<file path="config.mk">
export PLATFORM = sky130hd
export DESIGN_NAME = pipeline_hazard_ctrl
export DESIGN_NICKNAME = d
export VERILOG_FILES = /design/src/rtl/pipeline_hazard_ctrl.sv
export SDC_FILE = /design/constraint.sdc
export NUM_CORES = 1
export LEC_CHECK = 0
export BUFFER_PORTS_ARGS = -buffer_cell sky130_fd_sc_hd__buf_2
export CAP_MARGIN = 20
export CORE_AREA = 3 3 59 61
export DETAILED_ROUTE_END_ITERATION = 10
export DIE_AREA = 0 0 62 64
export PLACE_DENSITY = 0.77
export SYNTH_ARGS = -nofsm -noshare
export SYNTH_HDL_FRONTEND = slang
export SYNTH_SLANG_ARGS = --single-unit
</file>
<file path="constraint.sdc">
create_clock -name clk -period 2.5 [get_ports clk]
set_input_delay 0.375 -clock clk [delete_from_list [all_inputs] [get_ports clk]]
set_output_delay 0.375 -clock clk [all_outputs]
set_load 0.005 [all_outputs]
</file>
<file path="src/rtl/pipeline_hazard_ctrl.sv">
// pipeline_hazard_ctrl
//   Hazard and stall/flush sequencer for the 5-stage RV32 subset pipeline
//   (RI, LW, SW, BLT, ADDI, NOP). It detects load-use hazards between ID and
//   EX and taken-branch redirects in EX. It also owns the data-memory
//   request/ready handshake: it freezes the pipeline while an access is
//   outstanding and latches a sticky error if the access times out.
//
// Ports
//   clk, rst                      clock, synchronous active-high reset
//   id_opcode, id_rs1, id_rs2     fields of the instruction in ID
//   ex_rd, ex_MemRead             destination and LW flag of the EX instruction
//   ex_Branch, ex_taken           BLT in EX and its comparison result
//   mem_MemRead, mem_MemWrite     LW / SW in MEM
//   dmem_ready                    data memory completes the access this cycle
//   dmem_req                      data memory request
//   pc_write, pc_sel_branch       PC enable and branch-target select
//   ifid_write, ifid_flush        IF/ID enable and NOP insert
//   idex_write, idex_flush        ID/EX enable and NOP insert
//   exmem_write                   EX/MEM enable
//   memwb_bubble                  NOP insert into MEM/WB
//   mem_err                       sticky memory timeout flag
//   stall_count                   saturating count of stalled cycles
//
// FSM states
//   state    | meaning
//   RUN      | no data access outstanding beyond the current cycle
//   MEM_WAIT | access issued, waiting for dmem_ready (wcnt = cycles waited)
//   ERR      | access timed out; pipeline halted until rst

module pipeline_hazard_ctrl #(
    parameter int MEM_TIMEOUT = 16,
    parameter int CNT_W       = 16
) (
    input  logic             clk,
    input  logic             rst,
    input  logic [6:0]       id_opcode,
    input  logic [4:0]       id_rs1,
    input  logic [4:0]       id_rs2,
    input  logic [4:0]       ex_rd,
    input  logic             ex_MemRead,
    input  logic             ex_Branch,
    input  logic             ex_taken,
    input  logic             mem_MemRead,
    input  logic             mem_MemWrite,
    input  logic             dmem_ready,
    output logic             dmem_req,
    output logic             pc_write,
    output logic             pc_sel_branch,
    output logic             ifid_write,
    output logic             ifid_flush,
    output logic             idex_write,
    output logic             idex_flush,
    output logic             exmem_write,
    output logic             memwb_bubble,
    output logic             mem_err,
    output logic [CNT_W-1:0] stall_count
);

    localparam int WCNT_W = (MEM_TIMEOUT > 1) ? $clog2(MEM_TIMEOUT) : 1;
    localparam logic [WCNT_W-1:0] WCNT_LAST = WCNT_W'(MEM_TIMEOUT - 1);

    localparam logic [6:0] OP_RI   = 7'b0110011;
    localparam logic [6:0] OP_LW   = 7'b0000011;
    localparam logic [6:0] OP_SW   = 7'b0100011;
    localparam logic [6:0] OP_BLT  = 7'b1100011;
    localparam logic [6:0] OP_ADDI = 7'b0010011;

    typedef enum logic [1:0] {
        RUN      = 2'd0,
        MEM_WAIT = 2'd1,
        ERR      = 2'd2
    } state_t;

    state_t            state, state_nxt;
    logic [WCNT_W-1:0] wcnt, wcnt_nxt;

    logic uses_rs1, uses_rs2;
    logic load_use, redirect, mem_access, freeze, stall_inc;

    always_comb begin
        uses_rs1 = 1'b0;
        uses_rs2 = 1'b0;
        case (id_opcode)
            OP_RI, OP_SW, OP_BLT: begin
                uses_rs1 = 1'b1;
                uses_rs2 = 1'b1;
            end
            OP_LW, OP_ADDI: uses_rs1 = 1'b1;
            default: ;
        endcase
    end

    assign load_use   = ex_MemRead && (ex_rd != 5'd0) &&
                        ((uses_rs1 && (id_rs1 == ex_rd)) ||
                         (uses_rs2 && (id_rs2 == ex_rd)));
    assign redirect   = ex_Branch && ex_taken;
    assign mem_access = mem_MemRead || mem_MemWrite;
    // rst drops the request in the same cycle, abandoning any access
    assign dmem_req   = mem_access && (state != ERR) && !rst;
    assign freeze     = dmem_req && !dmem_ready;

    always_comb begin
        state_nxt = state;
        wcnt_nxt  = wcnt;
        case (state)
            RUN: begin
                if (freeze) begin
                    state_nxt = MEM_WAIT;
                    wcnt_nxt  = WCNT_W'(1);
                end
            end
            MEM_WAIT: begin
                if (dmem_ready) begin
                    state_nxt = RUN;
                    wcnt_nxt  = '0;
                end else if (wcnt == WCNT_LAST) begin
                    state_nxt = ERR;
                end else begin
                    wcnt_nxt = wcnt + WCNT_W'(1);
                end
            end
            ERR: ;
            default: begin
                state_nxt = RUN;
                wcnt_nxt  = '0;
            end
        endcase
    end

    always_comb begin
        pc_write      = 1'b1;
        pc_sel_branch = 1'b0;
        ifid_write    = 1'b1;
        ifid_flush    = 1'b0;
        idex_write    = 1'b1;
        idex_flush    = 1'b0;
        exmem_write   = 1'b1;
        memwb_bubble  = 1'b0;
        if (rst) begin
            pc_write     = 1'b0;
            ifid_write   = 1'b0;
            idex_write   = 1'b0;
            exmem_write  = 1'b0;
            ifid_flush   = 1'b1;
            idex_flush   = 1'b1;
            memwb_bubble = 1'b1;
        end else if (state == ERR) begin
            pc_write    = 1'b0;
            ifid_write  = 1'b0;
            idex_write  = 1'b0;
            exmem_write = 1'b0;
        end else if (freeze) begin
            // branch/hazard decisions wait until the access completes
            pc_write     = 1'b0;
            ifid_write   = 1'b0;
            idex_write   = 1'b0;
            exmem_write  = 1'b0;
            memwb_bubble = 1'b1;
        end else if (redirect) begin
            // squashing ID makes any load-use stall moot
            pc_sel_branch = 1'b1;
            ifid_flush    = 1'b1;
            idex_flush    = 1'b1;
        end else if (load_use) begin
            pc_write   = 1'b0;
            ifid_write = 1'b0;
            idex_flush = 1'b1;
        end
    end

    assign stall_inc = !rst && (state != ERR) && !pc_write;

    always_ff @(posedge clk) begin
        if (rst) begin
            state       <= RUN;
            wcnt        <= '0;
            mem_err     <= 1'b0;
            stall_count <= '0;
        end else begin
            state <= state_nxt;
            wcnt  <= wcnt_nxt;
            if (state_nxt == ERR)
                mem_err <= 1'b1;
            if (stall_inc && (stall_count != {CNT_W{1'b1}}))
                stall_count <= stall_count + CNT_W'(1);
        end
    end

endmodule

</file>
# == Word level (Yosys, flattened, before mapping) ==
# Index checks and enable logic that the tools add are counted.
# W data, S select, Z words.
# totals
elab_cells,74
reg_bits,23
output_inout_bits,26
inputBits,30
# classes
add_sub_neg,2
mux,31
bitwise_logic,1
eq_ne,15
n_reduce_logical,21
# op_table
op,count
$mux W1,23
$add A16 B1 Y16 const B,1
$ne A16 B16 Y1 const B,1
$eq A7 B6 Y1 const B,2
$mux W4,3
$pmux W4 S3,1
$logic_and A1 B1 Y1,11
$eq A5 B5 Y1,2
$eq A7 B2 Y1 const B,1
$eq A7 B5 Y1 const B,1
$eq A7 B7 Y1 const B,1
$mux W2,3
$pmux W2 S3,1
$reduce_bool A5 Y1,1
$reduce_or A5 Y1,1
$add A4 B1 Y4 const B,1
$eq A2 B2 Y1 const B,2
$eq A4 B4 Y1 const B,1
$ne A2 B2 Y1 const B,2
$logic_not A1 Y1,3
$ne A3 B3 Y1 const B,1
$reduce_and A3 Y1,1
$reduce_or A3 Y1,1
$eq A2 B1 Y1 const B,1
other kinds (3),4

# == Logic depth before layout (Yosys ltp) ==
# Gate-level depths: netlist of run 1.
# logic_depth
word_depth,14
ltp_mapped,8
depth_no_buf,7

# == Worst setup path after synthesis of run 1 ==
# Ideal clock, no wire load.
# synth_timing
path_kind,input port to flip-flop
from,input id_opcode[3]
to,register stall_count[14]
stages,7
arrival_ns,1.839
n_path_buf,1
path_slack_ns,0.538
setup_time_ns,0.123
required_ns,2.377
cell_sequence,nand4b_1 a211o_1 a21oi_2 a31oi_1 buf_2 nor4b_1 mux2_1
# synth_between
elab_chain_len,14
elab_cells_between_ends,21
classes_between,eq/ne: 5; mux: 7; reduce/logical: 9
# synth_lines
element,line_no,rtl
start: declaration,36,"input logic [6:0] id_opcode,"
"$eq A7 B6 Y1, or another cell as far along",83,case (id_opcode)
$reduce_or A5 Y1 (no line) / $reduce_or A3 Y1 (equally long branches),-,
$mux W1,83,
"$logic_and A1 B1 Y1, on equally long branches","94, 95",
$logic_or A1 B1 Y1 *,94,((uses_rs1 && (id_rs1 == ex_rd)) ||
$logic_and A1 B1 Y1 *,93,assign load_use = ex_MemRead && (ex_rd != 5'd0) &&
$mux W1 *,164,end else if (load_use) begin
$mux W1 *,159,end else if (redirect) begin
$mux W1 *,152,end else if (freeze) begin
$mux W1 *,147,end else if (state == ERR) begin
$mux W1 *,139,if (rst) begin
$logic_not A1 Y1 *,171,assign stall_inc = !rst && (state != ERR) && !pc_write;
$logic_and A1 B1 Y1 *,171,
$logic_and A1 B1 Y1 *,184,if (stall_inc && (stall_count != {CNT_W{1'b1}}))
end signal: assignment,185,stall_count <= stall_count + CNT_W'(1);
end: declaration,56,output logic [CNT_W-1:0] stall_count
# Mark *: on every way between the ends. The rest lies on a longest branch, timed or not.
# A chain may end at the register's enable or synchronous reset.

# == Worst setup path in the final report of run 1 ==
# layout_timing
from,register state[1]
to,output pc_write
# layout_between
elab_chain_len,7
elab_cells_between_ends,8
classes_between,eq/ne: 2; mux: 3; reduce/logical: 3
# layout_lines
element,line_no,rtl
start: declaration,74,"state_t state, state_nxt;"
start signal: assignment,180,state <= state_nxt;
$ne A2 B2 Y1,99,assign dmem_req = mem_access && (state != ERR) && !rst;
$logic_and A1 B1 Y1 (2 in a row),99,
$logic_and A1 B1 Y1,100,assign freeze = dmem_req && !dmem_ready;
$mux W1,152,
$mux W1 *,147,
$mux W1 *,139,
end: declaration,47,"output logic pc_write,"
# Marks and branches as above.

==> impl_results.md, run 1 <==
- Final min period: 2.34 ns
- Data arrival, critical path: 1.97 ns
- Startpoint types: register
- Critical Path Fanout Max: 6
- Num CTS Buffers: 3
- Root buffer cell: clkbuf_4
- Max Clock Skew: 0.0159 ns
- Area Growth Syn to Fin: 24.4%
- Max IR drop VDD: 0.176 mV
- Leak Pwr: 0.738 nW
- Post-CTS Setup Repair Bufs: 0
- Clock-pin slew on the worst setup and hold paths: 0.12 ns
- Max Cap Viol: 0
- Total grt overflow: 0
- Post-Syn Area: 1430 µm²
- Post-Syn Nets: 206
- Power Dens Cells: 371 nW/µm²
- Final setup violation count: 0
- Required @ worst endpoint: 2.12 ns
- H-tree Lvls: 1
- Total Wirelength: 3430 µm
- Total GRT Usage: 18.1%
- Largest area contributor in the netlist: dfxtp_1
- Instance count of the mapped netlist: 174
- Hold Slack: 0.361 ns
- CP Class: reg2out
- Final Hold Violating Endpoints: 0
- ANT nets after route: 0
- I/O pin cnt: 56
- Routed vias: 1526
- HP Class: in2reg
- Final HPWL DP: 2760 µm
- FP Rows: 20
- Async SR Flop Fraction: 0%
- Area share of the largest cell type after synthesis: 32.1%
- Core footprint: 3030 µm²
- First-pass GRT wire length: 5710 µm
- Die height: 64 µm
- Ys flop type: dfxtp_1
- Syn_area_per_cell: 8.23 µm²
- Clock Path Buffers: 2
- Port buffer count: 55
- DR iter-0 viols: 92
- Max-slew violations: 0
- Multi-input combinational cell area: 898 µm²
- Nets@finish: 262
- EDFF count, synth: 0
- Post-synthesis register bit count: 23
- Status: finished clean
- Register Area: 462 µm²
- # diodes: 0
- Largest net degree at the start of global routing: 18
- # DRC: 0
- Relative slew slack: 58.7%
- Total Negative Setup Slacks: 0 ns
- Max Freq: 427 MHz
- CTS tree: built
- Initial Util: 47.3%
- Layout cells sized above 1: 32.8%
- TritonRoute pass-1 iters: 4
- Clk sink count: 23
- RSZ-0062 raised after global routing: no
- Synth cell types: 43
- Tcrit/Tclk final: 93.6%
- Die width: 62 µm
- DP Area: 1750 µm²
- Most area-consuming cells after synthesis: dfxtp_1 32%, or4_1 6.8%, xnor2_1 6.1%, a21oi_1 5.6%, o31ai_1 5.2%
- # fillers: 294
- Worst-Margin Slew: 0.618 ns
- Initial antenna violation count: 0
- Area of all placed cells without fillers: 1780 µm²
- GPL Wtd Cong: 0.853
- Number of synthesis warnings: 0
- Worst setup EP type: output pin
- Drt wl/cell: 12.5 µm
- Die area: 3970 µm²
- Clock latency on the worst-skew pair: 0.32 ns
- Register area share after synthesis: 32.1%
- Number of global-route vias before repair: 1352
- Drt via density: 5.59
-- final timing paths --
| kind | cells past startpoint | start | end | slack (ns) |
|---|---|---|---|---|
| worst max-delay path | 6 | state[1]$_SDFF_PP0_ | pc_write | 0.16 |
| worst min-delay path | 2 | rst | wcnt[3]$_SDFFE_PP0P_ | 0.36 |
| worst max register to register | 6 | stall_count[3]$_SDFFE_PP0P_ | stall_count[10]$_SDFFE_PP0P_ | 0.35 |
| worst min register to register | 2 | mem_err$_SDFFE_PP0N_ | mem_err$_SDFFE_PP0N_ | 0.45 |
-- state kept, by name, indices dropped and copies added (netlist names) --
register,count
stall_count,16
wcnt,4
state,2
mem_err,1
-- power breakdown --
group | total, mW | internal [mW] | switching (mW)
clock network | 0.173 | 0.0597 | 0.113
logic | 0.114 | 0.0532 | 0.0605
registers | 0.374 | 0.370 | 0.00413
-- cell usage after synthesis, types with 2 or more instances --
cell type and count:
a211o_1 2, a21oi_1 16, a31oi_1 3, and3_1 4, buf_2 4, buf_4 3
dfxtp_1 23, ha_1 2, inv_1 5, nand2_1 16, nand3_1 9, nand4_1 4
nor2_1 11, nor2b_1 3, nor3_1 3, o21ai_0 5, o311ai_0 3, o31ai_1 10
or3_1 3, or4_1 13, xnor2_1 10
-- placed cells by master (no fill, tap or decap), drive strengths merged --
master / instances
ha: 2
o31ai: 11
or2: 1
a211o: 2
clkinv: 1
o21a: 1
o311ai: 3
a31oi: 3
nor3: 3
clkbuf: 3
nor2b: 3
nand4b: 1
nor4b: 1
o2111a: 1
or3b: 2
o22ai: 1
o21ai: 5
and4: 1
or4: 13
nand2b: 1
a21oi: 17
nand4: 5
o41ai: 1
xnor2: 10
nand2: 16
and3: 4
or3: 3
nor4: 2
nor2: 11
and2: 1
dfxtp: 23
mux2: 2
nand3: 9
inv: 5
buf: 61
-- stage by stage --
step | utilization [%] | instances | setup WS (ns) | power [mW]
finish | 58.8 | 273 | 0.159 | 0.660
global route | 58.8 | 273 | 0.0603 | 0.696
CTS | 58.8 | 273 | 0.0986 | 0.670
detailed placement | 57.9 | 269 | 0.152 | 0.496
global placement | 57.9 | 269 | 0.168 | 0.494
floorplan | - | 174 | 0.538 | 0.446
-- metal layers --
| metal | global-route usage, % | routed length, µm | vias to the layer above |
|---|---|---|---|
| li1 | - | - | 772 |
| met1 | 22.4 | 1510 | 702 |
| met2 | 30.4 | 1680 | 48 |
| met3 | 3.03 | 193 | 4 |
| met4 | 6.10 | 42 | 0 |
| met5 | 0 | 0 | - |
-- cell type report --
cell class | instances | share of cell area, %
Clock buffer | 3 | 1.26
Clock inverter | 1 | 0.281
Inverter | 5 | 1.05
Multi-Input combinational cell | 136 | 50.4
Sequential cell | 23 | 25.9
Tap cell | 44 | 3.09
Timing Repair Buffer | 61 | 18.0
-- repair_timing --
item	CTS	global route
resized for setup	0	1
endpoints found under the setup margin	0	2
hold buffers	0	0
-- cells by family (layout without fill, tap and decap cells) --
| kind of cell | Yosys count | in the layout | synth area share [%] |
|---|---|---|---|
| buf+inv | 15 | 70 | 5.59 |
| mux | 2 | 2 | 1.57 |
| fa+ha+maj | 2 | 2 | 1.75 |
| xor+xnor | 10 | 10 | 6.11 |
| flops | 23 | 23 | 32.1 |
| simple gates | 77 | 77 | 31.4 |
| compound gates | 45 | 45 | 21.4 |
-- worst max-delay path, cell delays in order (launching register included) --
cell,delay [ns]
dfxtp_1,0.36
nor2b_1,0.43
or2_2,0.24
or3_1,0.13
nand2_1,0.10
a31oi_1,0.24
buf_2,0.16
Note: power is estimated with default switching activity, not from simulation.
==> inputs of run 2 (changes only) <==
==> constraint.sdc (replaced) <==
create_clock -name clk -period 2.5 [get_ports clk]
set_input_delay 0.125 -clock clk [delete_from_list [all_inputs] [get_ports clk]]
set_output_delay 0.125 -clock clk [all_outputs]
set_load 0.005 [all_outputs]
==> impl_results.md, run 2 (synthesis gave the netlist of run 1 again) <==
- Final cell count without fillers: 272
- Required @ worst endpoint: 2.75 ns
- ANT nets after route: 0
- CP Class: reg2reg
- Worst setup EP type: register
- Die height: 64 µm
- Core footprint: 3030 µm²
- Worst hold path depth: 3
- Most common cell after layout, fill and taps aside: buf_2
- Final HPWL DP: 2720 µm
- Total GRT Usage: 18.6%
- Area Growth Syn to Fin: 24.5%
- H-tree Lvls: 1
- RSZ-0062 raised after global routing: no
- Max Cap Viol: 0
- Relative slew slack: 57.9%
- CTS tree: built
- First-pass GRT wire length: 5800 µm
- Hold Slack: 0.196 ns
- Max reg flops: 16
- I/O pin cnt: 56
- Reg2reg path depth: 6
- Worst-Margin Slew: 0.630 ns
- Inst Count DP: 268
- Port buffer count: 55
- Final min period: 2.26 ns
- Fin util: 58.9%
- Total Wirelength: 3440 µm
- Data arrival, critical path: 2.51 ns
- Root buffer cell: clkbuf_4
- Die area: 3970 µm²
- Leak Pwr: 0.735 nW
- Post-CTS Setup Repair Bufs: 0
- Largest Register: stall_count
- GPL Wtd Cong: 0.852
- Number of global-route vias before repair: 1370
- Internal: 0.486 mW
- Total grt overflow: 0
- Max Freq: 443 MHz
- # DRC: 0
- Max IR drop VDD: 0.156 mV
- Startpoint types: register
- Num CTS Buffers: 3
- Hold_buf cts: 0
- Max-slew violations: 0
- Flop-to-flop setup slack: 0.24 ns
- Layout cells sized above 1: 31.6%
- TritonRoute pass-1 iters: 4
- Clock group share of total power: 25.9%
- Die width: 62 µm
- Commonest cells after routing, fill and taps aside: 55 x buf_2, 23 x dfxtp_1, 16 x nand2_1, 16 x a21oi_1, 13 x or4_1
- Post-CTS Resized: 0
- # diodes: 0
- FP Rows: 20
- Routed vias: 1525
- Initial Util: 47.3%
- Flop pwr share: 56.6%
- DR iter-0 viols: 111
- Max Clock Skew: 0.00367 ns
- Clock Path Buffers: 2
- Final setup violation count: 0
- Drt wl/cell: 12.6 µm
- Clock latency on the worst-skew pair: 0.31 ns
- Status: finished clean
- Critical Path Fanout Max: 18
- Final Hold Violating Endpoints: 0
- Clk sink count: 23
- Initial antenna violation count: 0
- Sw frac: 26.4%
- Drt via density: 5.61
- Sw Pwr: 0.174 mW
- Power Dens Cells: 370 nW/µm²
- HP Class: in2reg
- Tcrit/Tclk final: 90.2%
- Nets@finish: 261
- Comb pwr share: 17.5%
- Largest net degree at the start of global routing: 25
- Largest regs: stall_count: 16 flops, wcnt: 4 flops, state: 2 flops
- Total Negative Setup Slacks: 0 ns
- Clock-pin slew on the worst setup and hold paths: 0.12 ns
-- run 2: area by class of cell --
type / instances / area, µm²
inverters: 5 / 18.8
clock buffers: 4 / 26.3
multi-input cells: 136 / 898
well taps: 44 / 55.1
flip-flops and latches: 23 / 460
fillers: 291 / 1240
repair buffers: 60 / 325
-- run 2: per-layer routing --
metal | track usage (%) | wire length, µm
met4 | 7.69 | 87
met2 | 30.3 | 1630
met3 | 3.43 | 248
met5 | 0 | 0
met1 | 23.2 | 1470
-- run 2: power by group through the flow --
stage	clock (mW)	combinational, mW	sequential, mW
after floorplan	0	0.0661	0.380
after global placement	0	0.114	0.382
after detailed placement	0	0.116	0.382
after CTS	0.178	0.117	0.374
after global routing	0.196	0.129	0.375
final	0.171	0.115	0.374
-- run 2: critical path: stages, from the launching register on --
cell and delay, ns:
dfxtp_1 0.48, nor2b_1 0.16, nor4_2 0.43, a31oi_2 0.22, buf_12 0.25, or4_1 0.49, a21oi_1 0.16
-- run 2: metrics by stage --
step	power [mW]	cell area, µm²	setup WS [ns]
after detailed placement	0.499	1760	0.293
after CTS	0.668	1780	0.261
after global routing	0.699	1780	0.0121
after floorplan	0.446	1430	0.550
after global placement	0.496	1760	0.406
final	0.661	1780	0.244
-- run 2: path summary, 6_finish.rpt --
check / to / from
max: stall_count[4]$_SDFFE_PP0P_ / state[0]$_SDFF_PP0_
max reg2reg: stall_count[4]$_SDFFE_PP0P_ / state[0]$_SDFF_PP0_
min: state[0]$_SDFF_PP0_ / dmem_ready
min reg2reg: mem_err$_SDFFE_PP0N_ / mem_err$_SDFFE_PP0N_
==> inputs of run 3 (changes only) <==
CORE_AREA = 3 3 65 67   (was 3 3 59 61)
DIE_AREA = 0 0 68 70   (was 0 0 62 64)
PLACE_DENSITY = unset   (was 0.77)
clock period = 2.4 ns   (was 2.5 ns; I/O delays follow)
==> impl_results.md, run 3 (synthesis gave the netlist of run 1 again) <==
- HP Class: in2reg
- TritonRoute pass-1 iters: 5
- FP Rows: 22
- Crit path buffers/inverters: 1
- First-pass GRT wire length: 6000 µm
- Number of global-route vias before repair: 1329
- # DRC: 0
- Drt wl/cell: 13.1 µm
- Root buffer cell: clkbuf_8
- Hold_buf cts: 0
- Final HPWL DP: 2950 µm
- End of the critical path: ifid_write
- Largest Register: stall_count
- Max Cap Viol: 0
- Final min period: 2.10 ns
- Initial antenna violation count: 0
- Critical Path Fanout Max: 9
- DP Area: 1780 µm²
- Max-slew violations: 0
- Met3 usage: 3.86%
- Clock Path Buffers: 2
- Clk sink count: 23
- Layout cells sized above 1: 32.8%
- Clock group share of total power: 33.1%
- Max Clock Skew: 0.00960 ns
- Reg-to-reg startpoint: stall_count[3]$_SDFFE_PP0P_
- Reg2reg path depth: 5
- Post-CTS Setup Repair Bufs: 0
- Flop-to-flop setup slack: 0.33 ns
- Die width: 68 µm
- Port buffer count: 55
- DR iter-0 viols: 52
- Worst setup EP type: output pin
- Sw frac: 26.4%
- Largest regs: stall_count: 16 flops, wcnt: 4 flops, state: 2 flops
- Max IR drop VDD: 0.266 mV
- CP Class: reg2out
- Total GRT Usage: 15.6%
- # diodes: 0
- Final Hold Violating Endpoints: 0
- Die area: 4760 µm²
- Tcrit/Tclk final: 87.5%
- RSZ-0062 raised after global routing: no
- Post-CTS Resized: 0
- Startpoint types: register
- Comb pwr share: 16.0%
- CP max stage delay: 0.47 ns
- Final setup violation count: 0
- Multi-input combinational cell area: 898 µm²
- Worst-Margin Slew: 0.443 ns
- Worst setup path startpoint: state[0]$_SDFF_PP0_
- Leak Pwr: 0.757 nW
- Flop pwr share: 50.9%
- GPL Wtd Cong: 0.802
- Status: finished clean
- Largest net degree at the start of global routing: 16
- Nets@finish: 265
- CP cell instances: nor2b_1 -> or2_2 -> or3_1 -> nand2_1 -> a31oi_1 -> buf_2
- Total Negative Setup Slacks: 0 ns
- Met1 GRT Util: 19.7%
- Max reg flops: 16
- Num CTS Buffers: 3
- Commonest cells after routing, fill and taps aside: 55 x buf_2, 23 x dfxtp_1, 16 x nand2_1, 16 x a21oi_1, 13 x or4_1
- Area of all placed cells without fillers: 1830 µm²
- # fillers: 385
- Relative slew slack: 70.2%
- Core footprint: 3690 µm²
- Global routing's busiest layer: met2
- Initial Util: 38.8%
- Met2 Use GR: 26.8%
- R2r endpoint: stall_count[14]$_SDFFE_PP0P_
- Max Freq: 476 MHz
- Total grt overflow: 0
- Drt via density: 5.29
- ANT nets after route: 0
- Worst path depth: 6
- Register Area: 460 µm²
- Slowest cell on crit path: dfxtp_1
- Internal: 0.562 mW
- Required @ worst endpoint: 2.28 ns
- Routed vias: 1482
- Worst hold path depth: 3
- Data arrival, critical path: 1.98 ns
- Delay-heaviest family, CP: simple AND/OR/NAND/NOR gates
- Area Growth Syn to Fin: 27.4%
- H-tree Lvls: 1
- Total Wirelength: 3680 µm
- Power Dens Cells: 418 nW/µm²
- CTS tree: built
- Most common cell after layout, fill and taps aside: buf_2
- Sw Pwr: 0.202 mW
- Die height: 70 µm
- Clock latency on the worst-skew pair: 0.27 ns
- I/O pin cnt: 56
- Clock-pin slew on the worst setup and hold paths: 0.08 ns
==> run 3: changes by cell type in the layout (fill, tap and decap cells not counted), sizes merged <==
cell and change:
buf +4
==> run 3: tightest hold or removal path, delay by kind of cell <==
kind / cells / cell delay, ns
buf+inv: 2 / 0.27
simple gates: 1 / 0.05
==> run 3: layout make-up <==
cell class	instances	share of cell area, %
clock buffer	4	2.47
inverter	5	1.03
multi-input combinational	136	49.2
sequential	23	25.2
tap	48	3.29
timing repair buffer	64	18.8
==> run 3: metal layers <==
layer	wire length (µm)	up-vias
met2	1890	29
met1	1620	676
met3	155	3
met5	0	-
met4	20	0
li1	-	774
==> run 3: worst min path at each step <==
stage | start | endpoint | slack (ns)
after floorplan | rst | stall_count[14]$_SDFFE_PP0P_ | 0.34
after global placement | mem_err$_SDFFE_PP0N_ | mem_err$_SDFFE_PP0N_ | 0.43
after detailed placement | mem_err$_SDFFE_PP0N_ | mem_err$_SDFFE_PP0N_ | 0.44
after CTS | rst | wcnt[3]$_SDFFE_PP0P_ | 0.23
after global routing | rst | mem_err$_SDFFE_PP0N_ | 0.23
final | rst | state[1]$_SDFF_PP0_ | 0.22
==> run 3: metrics by stage <==
step | total power, mW | worst slack, ns | utilization, % | hold slack [ns] | cells
3_5_place_dp | 0.521 | 0.318 | 48.3 | 0.438 | 276
3_3_place_gp | 0.520 | 0.377 | 48.3 | 0.434 | 276
2_1_floorplan | 0.465 | 0.450 | - | 0.337 | 174
4_1_cts | 0.773 | 0.301 | 49.5 | 0.225 | 280
6_report | 0.764 | 0.300 | 49.5 | 0.217 | 280
5_1_grt | 0.799 | 0.162 | 49.5 | 0.227 | 280
==> run 3: power by group through the flow <==
stage | Sequential (mW) | Clock, mW | Combinational, mW
floorplan | 0.396 | 0 | 0.0688
global placement | 0.398 | 0 | 0.122
detailed placement | 0.398 | 0 | 0.123
CTS | 0.389 | 0.260 | 0.123
global route | 0.390 | 0.274 | 0.136
finish | 0.389 | 0.253 | 0.122
